File: src/rtl/multicycle_ctrl_pkg.sv
`default_nettype none
// ============================================================================
// multicycle_ctrl_pkg : shared opcodes, control encodings, states, trap causes
// Revision: 1.0
// ============================================================================
package multicycle_ctrl_pkg;

  localparam logic [6:0] OPCODE_I     = 7'b0000011;
  localparam logic [6:0] OPCODE_S     = 7'b0100011;
  localparam logic [6:0] OPCODE_R     = 7'b0110011;
  localparam logic [6:0] OPCODE_B     = 7'b1100011;
  localparam logic [6:0] OPCODE_OPIMM = 7'b0010011;

  localparam logic [1:0] OPCODE_I_ALU = 2'b00;
  localparam logic [1:0] OPCODE_S_ALU = 2'b00;
  localparam logic [1:0] OPCODE_R_ALU = 2'b10;
  localparam logic [1:0] OPCODE_B_ALU = 2'b01;

  localparam logic [1:0] EXTNR_I = 2'b00;
  localparam logic [1:0] EXTNR_S = 2'b01;
  localparam logic [1:0] EXTNR_B = 2'b10;
  localparam logic [1:0] EXTNR_U = 2'b11;

  typedef enum logic [2:0] {
    ST_IDLE   = 3'd0,
    ST_FETCH  = 3'd1,
    ST_DECODE = 3'd2,
    ST_EXEC   = 3'd3,
    ST_MEM    = 3'd4,
    ST_WB     = 3'd5,
    ST_TRAP   = 3'd6
  } state_e;

  localparam logic [1:0] CAUSE_NONE     = 2'b00;
  localparam logic [1:0] CAUSE_ILLEGAL  = 2'b01;
  localparam logic [1:0] CAUSE_FETCH_TO = 2'b10;
  localparam logic [1:0] CAUSE_DATA_TO  = 2'b11;

  typedef struct packed {
    logic       alusrc;
    logic       load;
    logic [1:0] aluops;
    logic [1:0] extnrops;
    logic       is_mem;
    logic       is_store;
    logic       is_branch;
    logic       legal;
  } dec_t;

endpackage
`default_nettype wire

File: src/rtl/multicycle_ctrl_decode.sv
`default_nettype none
// ============================================================================
// ctrl_decode : combinational opcode to datapath-control decode
// Revision: 1.0
// ============================================================================
module ctrl_decode
  import multicycle_ctrl_pkg::*;
#(
  parameter bit EN_OPIMM = 1'b1
) (
  input  logic [6:0] op,
  output dec_t       dec
);

  always_comb begin
    dec = '0;
    case (op)
      OPCODE_I: begin
        dec.alusrc   = 1'b1;
        dec.load     = 1'b1;
        dec.aluops   = OPCODE_I_ALU;
        dec.extnrops = EXTNR_I;
        dec.is_mem   = 1'b1;
        dec.legal    = 1'b1;
      end
      OPCODE_S: begin
        dec.alusrc   = 1'b1;
        dec.aluops   = OPCODE_S_ALU;
        dec.extnrops = EXTNR_S;
        dec.is_mem   = 1'b1;
        dec.is_store = 1'b1;
        dec.legal    = 1'b1;
      end
      OPCODE_R: begin
        dec.aluops = OPCODE_R_ALU;
        dec.legal  = 1'b1;
      end
      OPCODE_B: begin
        dec.aluops    = OPCODE_B_ALU;
        dec.extnrops  = EXTNR_B;
        dec.is_branch = 1'b1;
        dec.legal     = 1'b1;
      end
      OPCODE_OPIMM: begin
        // With OP-IMM disabled the opcode falls through as illegal.
        if (EN_OPIMM) begin
          dec.alusrc   = 1'b1;
          dec.aluops   = OPCODE_R_ALU;
          dec.extnrops = EXTNR_I;
          dec.legal    = 1'b1;
        end
      end
      default: dec = '0;
    endcase
  end

endmodule
`default_nettype wire

File: src/rtl/multicycle_ctrl.sv
`default_nettype none
// ============================================================================
// multicycle_ctrl : multi-cycle main control FSM with ready handshakes and traps
// Revision: 1.0
// ============================================================================
module multicycle_ctrl
  import multicycle_ctrl_pkg::*;
#(
  parameter int ALUOP_W  = 2,
  parameter int EXTNR_W  = 2,
  parameter int WAIT_MAX = 15,
  parameter bit EN_OPIMM = 1'b1
) (
  input  logic               clk,
  input  logic               rst_n,
  input  logic               if_ready,
  input  logic [6:0]         instr,
  input  logic               dm_ready,
  input  logic               trap_ack,
  output logic               if_req,
  output logic               ir_write,
  output logic               pc_write,
  output logic               branch,
  output logic               alusrc,
  output logic               load,
  output logic [ALUOP_W-1:0] aluops,
  output logic [EXTNR_W-1:0] extnrops,
  output logic               memread,
  output logic               memwrite,
  output logic               regwrite,
  output logic               trap,
  output logic [1:0]         cause,
  output logic               busy
);

  localparam logic [7:0] WAIT_LIM = 8'(WAIT_MAX);

  state_e     state_q, state_d;
  logic [6:0] op_q, op_d;
  logic [7:0] wait_cnt_q, wait_cnt_d;
  logic [1:0] cause_q, cause_d;
  dec_t       dec;

  ctrl_decode #(
    .EN_OPIMM (EN_OPIMM)
  ) u_decode (
    .op  (op_q),
    .dec (dec)
  );

  always_ff @(posedge clk or negedge rst_n) begin
    if (!rst_n) begin
      state_q    <= ST_IDLE;
      op_q       <= '0;
      wait_cnt_q <= '0;
      cause_q    <= CAUSE_NONE;
    end else begin
      state_q    <= state_d;
      op_q       <= op_d;
      wait_cnt_q <= wait_cnt_d;
      cause_q    <= cause_d;
    end
  end

  // wait_cnt only advances while parked in FETCH/MEM; any transition clears it.
  always_comb begin
    state_d    = state_q;
    op_d       = op_q;
    cause_d    = cause_q;
    wait_cnt_d = '0;
    case (state_q)
      ST_IDLE: state_d = ST_FETCH;
      ST_FETCH: begin
        if (if_ready) begin
          state_d = ST_DECODE;
          op_d    = instr;
        end else if (wait_cnt_q == WAIT_LIM) begin
          state_d = ST_TRAP;
          cause_d = CAUSE_FETCH_TO;
        end else begin
          wait_cnt_d = wait_cnt_q + 8'd1;
        end
      end
      ST_DECODE: begin
        if (dec.legal) begin
          state_d = ST_EXEC;
        end else begin
          state_d = ST_TRAP;
          cause_d = CAUSE_ILLEGAL;
        end
      end
      ST_EXEC: begin
        if (dec.is_branch)   state_d = ST_FETCH;
        else if (dec.is_mem) state_d = ST_MEM;
        else                 state_d = ST_WB;
      end
      ST_MEM: begin
        if (dm_ready) begin
          state_d = dec.is_store ? ST_FETCH : ST_WB;
        end else if (wait_cnt_q == WAIT_LIM) begin
          state_d = ST_TRAP;
          cause_d = CAUSE_DATA_TO;
        end else begin
          wait_cnt_d = wait_cnt_q + 8'd1;
        end
      end
      ST_WB: state_d = ST_FETCH;
      ST_TRAP: begin
        if (trap_ack) begin
          state_d = ST_FETCH;
          cause_d = CAUSE_NONE;
        end
      end
      default: state_d = ST_IDLE;
    endcase
  end

  // ALU controls stay up through MEM and WB so address/result remain stable.
  always_comb begin
    if_req   = 1'b0;
    ir_write = 1'b0;
    pc_write = 1'b0;
    branch   = 1'b0;
    alusrc   = 1'b0;
    load     = 1'b0;
    aluops   = '0;
    extnrops = '0;
    memread  = 1'b0;
    memwrite = 1'b0;
    regwrite = 1'b0;
    trap     = 1'b0;
    cause    = cause_q;
    busy     = (state_q != ST_IDLE) && (state_q != ST_TRAP);
    case (state_q)
      ST_FETCH: begin
        if_req   = 1'b1;
        ir_write = if_ready;
        pc_write = if_ready;
      end
      ST_DECODE: extnrops = EXTNR_W'(dec.extnrops);
      ST_EXEC: begin
        alusrc   = dec.alusrc;
        aluops   = ALUOP_W'(dec.aluops);
        extnrops = EXTNR_W'(dec.extnrops);
        branch   = dec.is_branch;
      end
      ST_MEM: begin
        alusrc   = dec.alusrc;
        aluops   = ALUOP_W'(dec.aluops);
        extnrops = EXTNR_W'(dec.extnrops);
        memread  = dec.is_mem & ~dec.is_store;
        memwrite = dec.is_mem & dec.is_store;
      end
      ST_WB: begin
        alusrc   = dec.alusrc;
        aluops   = ALUOP_W'(dec.aluops);
        extnrops = EXTNR_W'(dec.extnrops);
        regwrite = 1'b1;
        load     = dec.load;
      end
      ST_TRAP: trap = 1'b1;
      default: ;
    endcase
  end

endmodule
`default_nettype wire

File: config.mk
export PLATFORM = sky130hd
export DESIGN_NAME = multicycle_ctrl
export DESIGN_NICKNAME = d
export VERILOG_FILES = /design/src/rtl/multicycle_ctrl_pkg.sv /design/src/rtl/multicycle_ctrl_decode.sv /design/src/rtl/multicycle_ctrl.sv
export SDC_FILE = /design/constraint.sdc
export NUM_CORES = 1
export LEC_CHECK = 0
export ABC_AREA = 1
export BUFFER_PORTS_ARGS = -buffer_cell sky130_fd_sc_hd__buf_2
export CAP_MARGIN = 20
export CORE_ASPECT_RATIO = 0.5
export CORE_MARGIN = 1.5
export CORE_UTILIZATION = 42
export CTS_CLUSTER_DIAMETER = 40
export CTS_CLUSTER_SIZE = 24
export DETAILED_ROUTE_END_ITERATION = 7
export PLACE_DENSITY = 0.69
export SYNTH_ARGS = -nofsm -noshare
export SYNTH_HDL_FRONTEND = slang
export SYNTH_SLANG_ARGS = --single-unit
File: constraint.sdc
create_clock -name clk -period 1.8 [get_ports clk]
set_clock_uncertainty 0.15 [all_clocks]
set_input_delay 0.09 -clock clk [delete_from_list [all_inputs] [get_ports clk]]
set_output_delay 0.09 -clock clk [all_outputs]
set_load 0.02 [all_outputs]
==> out/results.tsv <==
metric	value	unit
combPwrFrac	0.518	
place.gp.congestion	0.8936	
synth_edf_count	0	
insertion_delay	260	ps
reg2reg_depth	6	
fmaxAchievable	555.8	MHz
tightest_slew	452.4	ps
die_w	78.67	um
relSlewSlack	0.6984	
finalHoldViolCount	0	
hold_class	in2reg	
viasPerCell	4.631	
antenna_found_initial	0	
power	2.051	mW
ant_nets	0	
crit_fanout	5	
ys.warnings.count	0	
syn-num-nets	185	
synthTopCellsByArea	dfrtp_1, nand2_1, nor2_1	
overflow	0	
antenna_cells	0	
status	completed	
cap_violations	0	
use_met2	0.2931	
powerDensity	1286	nW/um^2
cp.required	1560	ps
gr-usage-met3	0.04667	
p_leak	0.8604	nW
synthToLayoutAreaGrowth	32.67	%
htreeDepth	1	
cts_buffers	3	
start_kind	flip-flop	
p_int	1.130	mW
end_kind	primary output	
cts_tree	yes	
wire_per_inst	10.43	um
grt.busiest_layer	met2	
nNetsFinal	229	
initial_core_util	0.4535	
async_flop_share	1.000	
ys_ff_latch	20	
cts.clk_slew.worst_paths	70	ps
hp-start	dm_ready	
clk_path_buf_depth	2	
clkPwrFrac	0.142	
setup_ws	0.9373	ps
gr-usage-all-layers	0.1716	
grt_use_met1	0.2035	
regToRegEndpoint	state_q[0]	
finalSetupViolCount	0	
die_area	3212	sq um
vias	1153	
synth_ff_type	dfrtp_1	
r2r-start	state_q[2]	
die_height	40.84	um
rows	13	
reg2reg_slack	170	ps
grt_pass1_vias	964	
synth_cells	170	
drc	0	
hold_depth	4	
synth_top_area_share	0.4162	
multi_input_area	648.1	sq um
synth_area_leader_cell	dfrtp_1	
num-fill-cells	239	
avgSynthCellArea	7.073	sq um
drtIter0Drc	34	
wl	2597	um
finalCriticalPeriod	1799	ps
drv_slew	0	
pre_cts_ws	129.2	ps
clock-sinks	20	
dr.pass1.iters	4	
crit_arrival	1560	ps
whs_endpoint	wait_cnt_q[2]	
grt_max_degree	21	
p_seq_frac	0.340	
ios	29	
switchingPower	0.9211	mW
rsz0062_at_grt	yes	
core_area	2651	sq um
grt_pass1_wl	4029	um
vdd_drop_max	530.8	uV
synth.distinct_cells	22	
clock_tree.root_cell	clkbuf_8	
layout-drive-gt1-share	0.2830	
synth_seq_area_share	0.4162	
syn_area	1202	sq um
post-dp-hpwl	1778	um
port_buffers	28	
seqCellArea	503.0	sq um
fin_crit_sh	0.9995	
p_sw_frac	0.4490	
crit_type	reg2out	
==> worst max-delay path, stage by stage (launching register included) <==
cell	delay, ps
dfrtp_1	380
inv_1	80
nand2_2	70
nor2_4	130
buf_6	120
nand2_2	60
nor4_1	240
buf_2	220
==> per-stage QoR <==
| step | std cells | TNS, ps | instance area, sq um | hold slack, ps | util |
|---|---|---|---|---|---|
| 5_1_grt | 249 | -194.2 | 1595 | 25.35 | 0.6017 |
| 3_3_place_gp | 233 | 0 | 1374 | -82.63 | 0.5182 |
| 3_5_place_dp | 233 | 0 | 1374 | -75.28 | 0.5182 |
| 4_1_cts | 247 | 0 | 1525 | 3.000 | 0.5753 |
| 6_report | 249 | 0 | 1595 | 25.03 | 0.6017 |
| 2_1_floorplan | 170 | 0 | 1202 | -355.6 | - |
==> registers in the layout (all words and copies together) (netlist names) <==
name,flops
wait_cnt_q,8
cause,2
op_q,7
state_q,3
==> metal layers <==
| metal | wire length, um | vias to the layer above |
|---|---|---|
| met3 | 110 | 7 |
| met5 | 0 | - |
| met2 | 1205 | 22 |
| met1 | 1223 | 504 |
| met4 | 59 | 0 |
| li1 | - | 620 |
==> area by class of cell <==
type,instances,share of cell area
sequential,20,0.3153
clock buffer,3,0.02588
tap,37,0.02902
inverter,20,0.05020
multi-input combinational,127,0.4063
timing repair buffer,42,0.1733
==> placed cells by master (no fill, tap or decap), types with 3 or more instances in the layout <==
master         netlist  routed
a21oi_1              4       4
buf_2                0      25
buf_4                3       8
clkbuf_8             0       3
dfrtp_1             20      18
dlygate4sd3_1        0       8
inv_1               18      15
inv_2                2       4
nand2_1             48      46
nand2_2              2       3
nand3_1             14      12
nor2_1              29      28
nor3_1               4       3
o21ai_0              8       8
==> synth_stat cells (3+ instances only) <==
master / instances
a21oi_1: 4
buf_4: 3
dfrtp_1: 20
ha_1: 3
inv_1: 18
nand2_1: 48
nand3_1: 14
nor2_1: 29
nor3_1: 4
o21ai_0: 8
or2_2: 3
==> worst max-delay path by stage <==
| stage | startpoint | endpoint | slack (ps) | cells after the start |
|---|---|---|---|---|
| after floorplan | op_q[2] | branch | 110 | 5 |
| after global placement | state_q[2] | state_q[0] | 180 | 5 |
| after detailed placement | state_q[2] | state_q[0] | 130 | 5 |
| after CTS | state_q[0] | alusrc | 20 | 6 |
| after global routing | op_q[3] | branch | -100 | 7 |
| final | op_q[3] | branch | 0.9 | 7 |
==> power groups by stage <==
stage | logic [mW] | clock network [mW] | registers, mW
final | 1.06 | 0.292 | 0.697
after global routing | 1.21 | 0.318 | 0.712
after CTS | 0.963 | 0.303 | 0.684
after detailed placement | 0.878 | 0 | 0.713
after global placement | 0.875 | 0 | 0.710
after floorplan | 0.697 | 0 | 0.699
==> cells by family (layout without fill, tap and decap cells) <==
family          Yosys count  count (layout)  synth area share
buf+inv                  23              65           0.08116
xor+xnor                  3               3           0.02186
simple gates            107             107            0.3881
flops                    20              20            0.4162
compound gates           14              14           0.06140
fa+ha+maj                 3               3           0.03122
==> what timing repair did <==
item | in CTS | in global routing
pin swaps | 0 | 3
hold buffers | 8 | 0
gates resized for setup | 3 | 19
buffers inserted | 3 | 2
endpoints found under the hold margin | 27 | 0
setup endpoints to repair | 5 | 8
Note: power is estimated with default switching activity, not from simulation.
